==> src/rtl/instruction_fetch.sv <==
// Fetch stage: owns the PC, issues word reads to instruction memory under a credit
// limit, buffers returned words with their PC and hands them to decode via valid/ready.
module instruction_fetch #(
    parameter logic [31:0] RESET_PC = 32'h0000_0000,
    parameter int          DEPTH    = 2
) (
    input  logic        clk,
    input  logic        rst_n,
    output logic        imem_req,
    output logic [31:0] imem_addr,
    input  logic        imem_ready,
    input  logic        imem_rvalid,
    input  logic [31:0] imem_rdata,
    input  logic        redirect,
    input  logic [31:0] redirect_pc,
    output logic        out_valid,
    input  logic        out_ready,
    output logic [31:0] out_instruction,
    output logic [31:0] out_pc
);
    localparam int CW = $clog2(DEPTH + 1);
    localparam int AW = (DEPTH > 1) ? $clog2(DEPTH) : 1;
    localparam logic [CW+1:0] DEPTH_W = (CW + 2)'(DEPTH);

    logic [31:0]   pc;
    logic [CW-1:0] live, drop, count;
    logic [31:0]   buf_pc   [DEPTH];
    logic [31:0]   buf_word [DEPTH];
    logic [31:0]   iss_pc   [DEPTH];
    logic [AW-1:0] rd_ptr, wr_ptr, iss_rd, iss_wr;
    logic [CW+1:0] used;
    logic          pop, accept, keep;
    logic          unused_bits;

    function automatic logic [AW-1:0] inc(input logic [AW-1:0] p);
        return (p == AW'(DEPTH - 1)) ? '0 : p + AW'(1);
    endfunction

    assign unused_bits = &{1'b0, redirect_pc[1:0]};

    assign pop       = out_valid & out_ready & ~redirect;
    assign used      = (CW + 2)'(live) + (CW + 2)'(drop) + (CW + 2)'(count);
    // A slot freed by this cycle's pop is reusable at once, so a next-cycle memory
    // sustains one instruction per cycle with two entries.
    assign imem_req  = rst_n & ~redirect & (used < DEPTH_W + (CW + 2)'(pop));
    assign imem_addr = pc;
    assign accept    = imem_req & imem_ready;
    assign keep      = imem_rvalid & (drop == '0);

    assign out_valid       = (count != '0);
    assign out_pc          = buf_pc[rd_ptr];
    assign out_instruction = buf_word[rd_ptr];

    always_ff @(posedge clk or negedge rst_n) begin
        if (!rst_n) begin
            pc     <= RESET_PC;
            live   <= '0;
            drop   <= '0;
            count  <= '0;
            rd_ptr <= '0;
            wr_ptr <= '0;
            iss_rd <= '0;
            iss_wr <= '0;
            for (int i = 0; i < DEPTH; i++) begin
                buf_pc[i]   <= '0;
                buf_word[i] <= '0;
                iss_pc[i]   <= '0;
            end
        end else if (redirect) begin
            // Everything outstanding becomes a drop; a response landing now is one less.
            pc     <= {redirect_pc[31:2], 2'b00};
            drop   <= drop + live - CW'(imem_rvalid);
            live   <= '0;
            count  <= '0;
            rd_ptr <= '0;
            wr_ptr <= '0;
            iss_rd <= '0;
            iss_wr <= '0;
        end else begin
            if (accept) begin
                pc             <= pc + 32'd4;
                iss_pc[iss_wr] <= pc;
                iss_wr         <= inc(iss_wr);
            end
            if (imem_rvalid && drop != '0)
                drop <= drop - CW'(1);
            if (keep) begin
                buf_pc[wr_ptr]   <= iss_pc[iss_rd];
                buf_word[wr_ptr] <= imem_rdata;
                wr_ptr           <= inc(wr_ptr);
                iss_rd           <= inc(iss_rd);
            end
            if (pop)
                rd_ptr <= inc(rd_ptr);
            live  <= live + CW'(accept) - CW'(keep);
            count <= count + CW'(keep) - CW'(pop);
        end
    end

    always @(posedge clk) begin
        if (rst_n)
            assert (!(imem_rvalid && live == '0 && drop == '0))
                else $error("imem_rvalid with no outstanding request");
    end
endmodule
==> config.mk <==
export PLATFORM = sky130hd
export DESIGN_NAME = instruction_fetch
export DESIGN_NICKNAME = d
export VERILOG_FILES = /design/src/rtl/instruction_fetch.sv
export SDC_FILE = /design/constraint.sdc
export NUM_CORES = 1
export LEC_CHECK = 0
export BUFFER_PORTS_ARGS = -buffer_cell sky130_fd_sc_hd__clkbuf_2
export CAP_MARGIN = 30
export CORE_ASPECT_RATIO = 0.75
export CORE_MARGIN = 3
export CORE_UTILIZATION = 40
export CTS_CLUSTER_DIAMETER = 60
export DETAILED_ROUTE_END_ITERATION = 16
export PLACE_DENSITY = 0.64
export SLEW_MARGIN = 25
export SYNTH_ARGS = -nofsm -noshare
export SYNTH_HDL_FRONTEND = slang
export SYNTH_SLANG_ARGS = --single-unit
==> constraint.sdc <==
create_clock -name clk -period 4.18 [get_ports clk]
set_input_delay 0.836 -clock clk [delete_from_list [all_inputs] [get_ports clk]]
set_output_delay 0.836 -clock clk [all_outputs]
set_load 0.01 [all_outputs]
Word level (Yosys, flattened, before mapping)
Cells that the tools add are included.
{"block": "totals", "ramBits": 0, "elab_cells": 93, "latch_bits": 0, "ff_bits": 234, "mem_bits_ro": 0, "memories": 0, "out_inout_bits": 98}
{"block": "op_classes", "n_bitwise": 11, "add_sub_neg": 15, "n_mul": 0, "shift": 0, "n_mux": 34, "reduce_logical": 12, "n_eq_ne": 0, "div_mod_pow": 0, "order_cmp": 7}
{"cell": "two-way mux 32 bit", "count": 13}
{"cell": "bitwise mux 64 bit", "count": 3}
{"cell": "demux 32 bit (select 1 bit)", "count": 2}
{"cell": "adder 32 x 3 -> 32 bit, second input constant", "count": 1}
{"cell": "two-way mux 1 bit", "count": 12}
{"cell": "nonzero test 2 bit", "count": 6}
{"cell": ">= comparator 2 bit, second input constant", "count": 4}
{"cell": "two-way mux 2 bit", "count": 4}
{"cell": "inverter 1 -> 2 bit", "count": 4}
{"cell": "bitwise AND 1 bit", "count": 6}
{"cell": "subtractor 2 x 1 -> 2 bit", "count": 3}
{"cell": "adder 1 bit, second input constant", "count": 4}
{"cell": "adder 2 x 1 -> 2 bit", "count": 2}
{"cell": "adder 3 x 2 -> 4 bit", "count": 1}
{"cell": "< comparator 2 x 1 -> 1 bit, second input constant", "count": 2}
{"cell": "< comparator 4 x 3 -> 1 bit", "count": 1}
{"cell": "AND reduction 2 bit", "count": 2}
{"cell": "adder 2 x 1 -> 3 bit, first input constant", "count": 1}
{"cell": "adder 2 x 2 -> 3 bit", "count": 1}
{"cell": "logical AND 1 bit", "count": 3}
{"cell": "adder 2 bit", "count": 1}
{"cell": "zero test 2 bit", "count": 1}
{"cell": "subtractor 2 x 1 -> 2 bit, second input constant", "count": 1}
{"cell": "inverter 1 bit", "count": 1}

Logic depth before layout (Yosys ltp)
{"block": "depth", "depth_word": 10, "ltp_mapped": 15}

Worst setup path after synthesis
Ideal clock, no wire load.
{"block": "synth_path", "kind": "reg2reg", "start": "register live[1]", "end": "register live[1]", "path_slack_ns": 1.187, "arrival_time_ns": 2.861, "stages_incl_launch_ff": 16, "setup_time_ns": 0.132, "path_buffers": 1, "period_less_slack_ns": 2.993, "cell_sequence": "dfrtp_1 inv_1 fa_1 inv_1 ha_1 and4bb_2 nand2_1 nor2_1 inv_1 clkbuf_1 ha_1 inv_1 ha_1 xor2_1 xnor2_1 nor2_1"}
{"block": "synth_between", "elab_chain_len": 8}
{"element": "from (decl)", "line_no": "26", "rtl": "logic [CW-1:0] live, drop, count;"}
{"element": "from (signal assigned)", "line_no": "95", "rtl": "live <= live + CW'(accept) - CW'(keep);"}
{"element": "adder 2 x 2 -> 3 bit", "line_no": "42", "rtl": "assign used = (CW + 2)'(live) + (CW + 2)'(drop) + (CW + 2)'(count);"}
{"element": "adder 3 x 2 -> 4 bit", "line_no": "42"}
{"element": "< comparator 4 x 3 -> 1 bit", "line_no": "45", "rtl": "assign imem_req = rst_n & ~redirect & (used < DEPTH_W + (CW + 2)'(pop));"}
{"element": "bitwise AND 1 bit", "line_no": "45"}
{"element": "bitwise AND 1 bit", "line_no": "47", "rtl": "assign accept = imem_req & imem_ready;"}
{"element": "adder 2 x 1 -> 2 bit (*)", "line_no": "95"}
{"element": "subtractor 2 x 1 -> 2 bit (*)", "line_no": "95"}
{"element": "two-way mux 2 bit (*)", "line_no": "69", "rtl": "end else if (redirect) begin"}
Every way passes the cells marked *; elsewhere a longest branch is shown, timed or not.
A chain may end at the register's enable or synchronous reset.

Final worst setup path
{"block": "layout_path", "start": "register live[1]", "end": "output imem_req"}
{"block": "layout_between", "elab_chain_len": 4}
{"element": "adder 2 x 2 -> 3 bit", "line_no": "42"}
{"element": "adder 3 x 2 -> 4 bit", "line_no": "42"}
{"element": "< comparator 4 x 3 -> 1 bit", "line_no": "45"}
{"element": "bitwise AND 1 bit", "line_no": "45"}
{"element": "to (decl)", "line_no": "9", "rtl": "output logic imem_req,"}
Every way passes these cells.

==> impl_metrics.env <==
export IMPL_full_die_area_mm2=0.0277
export IMPL_initial_core_util=0.410
export IMPL_period_needed_ns=3.37
export IMPL_placement_io_buffers=161
export IMPL_power_density_mw_per_mm2=718
export IMPL_number_of_instances_resized_during_post_cts_repair=0
export IMPL_fin_skew_ns=0.00790
export IMPL_die_width_um=191
export IMPL_grt_util_all_layers=0.172
export IMPL_slew_violations=0
export IMPL_max_slew_worst_pin_slew_ns=0.848
export IMPL_delay_heaviest_family_cp="adder cells"
export IMPL_crit_path_max_incr_delay_ns=0.53
export IMPL_synth_enable_flop_cells=0
export IMPL_cp_data_required_time_ns=3.34
export IMPL_ir_worst_vdd_v=0.000348
export IMPL_worstPathArrival_ns=2.53
export IMPL_dp_final_hpwl_um=16000
export IMPL_netlist_instances=856
export IMPL_post_cts_hold_buffer_count=0
export IMPL_post_cts_setup_buffers=0
export IMPL_synth_largest_area_cell="sky130_fd_sc_hd__dfrtp_1"
export IMPL_maximum_number_of_pins_on_one_net_before_global_route_repair=70
export IMPL_cts_tree="yes"
export IMPL_timing_critical_path_fanout_max=13
export IMPL_clock_sinks=224
export IMPL_core_outline_area_mm2=0.0251
export IMPL_drt_vias_per_instance=5.17
export IMPL_maximum_level_of_the_cts_h_tree=1
export IMPL_report_final_hold_viol_count=0
export IMPL_drt_pass1_iter_count=5
export IMPL_timing_critical_path_mode_cell="sky130_fd_sc_hd__inv_1"
export IMPL_grt_overflow=0
export IMPL_seq_area_frac_synth=0.546
export IMPL_global_route_wire_length_before_repair_um=38600
export IMPL_synth_commonest_cells="sky130_fd_sc_hd__dfrtp_1 (224), sky130_fd_sc_hd__mux2_2 (186), sky130_fd_sc_hd__nand2_1 (63), sky130_fd_sc_hd__o21ai_0 (54), sky130_fd_sc_hd__nor2_1 (46)"
export IMPL_antenna_found_initial=0
export IMPL_synthesis_area_per_instance_um2=12.0
export IMPL_cts_inserted_buffers=24
export IMPL_cp_end_kind="output pin"
export IMPL_postSynth_topFlopCell="sky130_fd_sc_hd__dfrtp_1"
export IMPL_worstPathBufferInverterCount=3
export IMPL_placed_cell_area_mm2=0.0114
export IMPL_netlist_top_cells_area="sky130_fd_sc_hd__dfrtp_1 (55%), sky130_fd_sc_hd__mux2_2 (20%), sky130_fd_sc_hd__mux2i_1 (3.0%)"
export IMPL_route_vias_total=6999
export IMPL_max_cap_violations=0
export IMPL_synth_top_area_share=0.546
export IMPL_fillCellCount=2298
export IMPL_clkLatencyLatePin_ns=0.51
export IMPL_count_of_different_cell_masters_after_synthesis=51
export IMPL_ios=168
export IMPL_total_leakage_power_nw=5.65
export IMPL_startpoint_type="register"
export IMPL_ys_ff_latch=224
export IMPL_netlist_area_before_placement_mm2=0.0103
export IMPL_die_height_um=145
export IMPL_worstSetupPathType="reg2out"
export IMPL_outcome="finished clean"
export IMPL_drc=0
export IMPL_first_global_vias=7057
export IMPL_gpl_final_weighted_congestion=0.810
export IMPL_avgRoutedWirePerCell_um=17.5
export IMPL_route_final_wire_length_um=23700
export IMPL_yosys_warnings=0
export IMPL_drtAntennaViolNets=0
export IMPL_share_of_async_settable_or_async_resettable_flops_after_synthesis=1.00
export IMPL_syn2layout_area_growth_pct=19.1
export IMPL_synthMostInstantiatedCell="sky130_fd_sc_hd__dfrtp_1"
export IMPL_slew_limit_headroom=0.435
export IMPL_layout_cell_area_excl_fill_mm2=0.0122
export IMPL_reg2reg_depth=13
export IMPL_cts_root_buf="sky130_fd_sc_hd__clkbuf_16"
export IMPL_initialDrtViolationCount=349
export IMPL_setup_total_negative_slack_ns=0
export IMPL_critical_path_cell_chain="inv_1 -> fa_1 -> inv_1 -> ha_1 -> o31a_1 -> nor2b_1 -> clkbuf_2"
export IMPL_drive_gt1_frac=0.405
export IMPL_rsz_0062_raised_after_global_routing="false"
export IMPL_final_net_count=1085
export IMPL_cpMaxStageDelayCell="sky130_fd_sc_hd__fa_1"
export IMPL_antenna_cells_inserted=0
export IMPL_worst_setup_hold_path_clk_slew_ns=0.06
export IMPL_cts_max_path_buffers=3
export IMPL_critical_path_cell_count=7
export IMPL_reg_area_mm2=0.00561
export IMPL_placementRows=50
export IMPL_fmaxAchievable_mhz=297
export IMPL_period_utilisation_layout=0.805
export IMPL_path_class_of_the_lowest_slack_min_delay_path="in2async"
export IMPL_post_layout_total_power_w=0.00879
export IMPL_multiInputGateArea_mm2=0.00437
export IMPL_timing_final_setup_violations=0
-- cell usage in the layout (no fill, tap or decap), types with 9 or more instances in the layout --
cell type,count
sky130_fd_sc_hd__a21oi_1,38
sky130_fd_sc_hd__buf_4,15
sky130_fd_sc_hd__clkbuf_16,25
sky130_fd_sc_hd__clkbuf_2,160
sky130_fd_sc_hd__dfrtp_1,222
sky130_fd_sc_hd__ha_1,10
sky130_fd_sc_hd__inv_1,17
sky130_fd_sc_hd__mux2_2,186
sky130_fd_sc_hd__mux2i_1,31
sky130_fd_sc_hd__nand2_1,62
sky130_fd_sc_hd__nand3_1,18
sky130_fd_sc_hd__nor2_1,45
sky130_fd_sc_hd__nor2b_1,11
sky130_fd_sc_hd__o211ai_1,9
sky130_fd_sc_hd__o21ai_0,54
sky130_fd_sc_hd__xnor2_1,10
-- logic make-up (layout without fill, tap and decap cells) --
group           Yosys count  after routing  synth area share
flops                   224            224             0.546
fa+ha+maj                12             12            0.0161
other cells               1              4          0.000365
mux                     217            217             0.234
simple gates            181            181            0.0853
buf+inv                  78            236            0.0318
compound gates          128            128            0.0740
xor+xnor                 15             15            0.0128
-- worst reg2reg max path: cells and delay by family, from the launching register on --
kind / cells / cell delay [ns]
multiplexers: 1 / 0.39
buffers and inverters: 6 / 0.98
AND/OR/NAND/NOR: 4 / 0.61
flip-flops: 1 / 0.39
adder cells (fa/ha/maj): 2 / 0.70
-- power by group --
part	internal (W)	switching (W)
sequential	0.00306	0.000597
combinational	0.00158	0.00145
clock	0.00125	0.000843
-- cell type report --
class / instances / area share
Sequential cell: 224 / 0.458
Multi-Input combinational cell: 557 / 0.357
Timing Repair Buffer: 179 / 0.0820
Clock buffer: 37 / 0.0597
Tap cell: 338 / 0.0346
Inverter: 17 / 0.00521
Clock inverter: 3 / 0.00327
-- stage by stage --
stage	instances	setup WS (ns)	hold slack (ns)	util
floorplan	859	1.19	0.444	-
global placement	1313	1.05	0.456	0.455
detailed placement	1314	1.02	0.465	0.456
CTS	1354	0.776	0.150	0.487
global route	1355	0.630	0.153	0.488
finish	1355	0.814	0.173	0.488
-- final timing paths --
check                                        from                      to  slack, ns
max reg2reg                     live[1]$_DFF_PN0_  iss_pc[39]$_DFFE_PN0P_       0.99
min                                         rst_n  buf_pc[29]$_DFFE_PN0P_       0.17
max in group asynchronous                   rst_n  iss_pc[15]$_DFFE_PN0P_       2.20
max                             live[1]$_DFF_PN0_                imem_req       0.81
min reg2reg                buf_pc[28]$_DFFE_PN0P_  buf_pc[28]$_DFFE_PN0P_       0.47
min in group clk           buf_pc[28]$_DFFE_PN0P_  buf_pc[28]$_DFFE_PN0P_       0.47
-- routing by layer --
layer,vias to the layer above,GRT usage,wire length [um]
li1,3325,-,-
met1,3488,0.252,11500
met2,152,0.265,10600
met3,34,0.0373,1200
met4,0,0.0390,442
met5,-,0,0
-- state kept, by name (all words and copies together) (netlist names) --
signal     flops
buf_pc        60
buf_word      64
count          2
drop           2
imem_addr     30
iss_pc        60
iss_rd         1
iss_wr         1
live           2
rd_ptr         1
wr_ptr         1
Note: power is estimated with default switching activity, not from simulation.
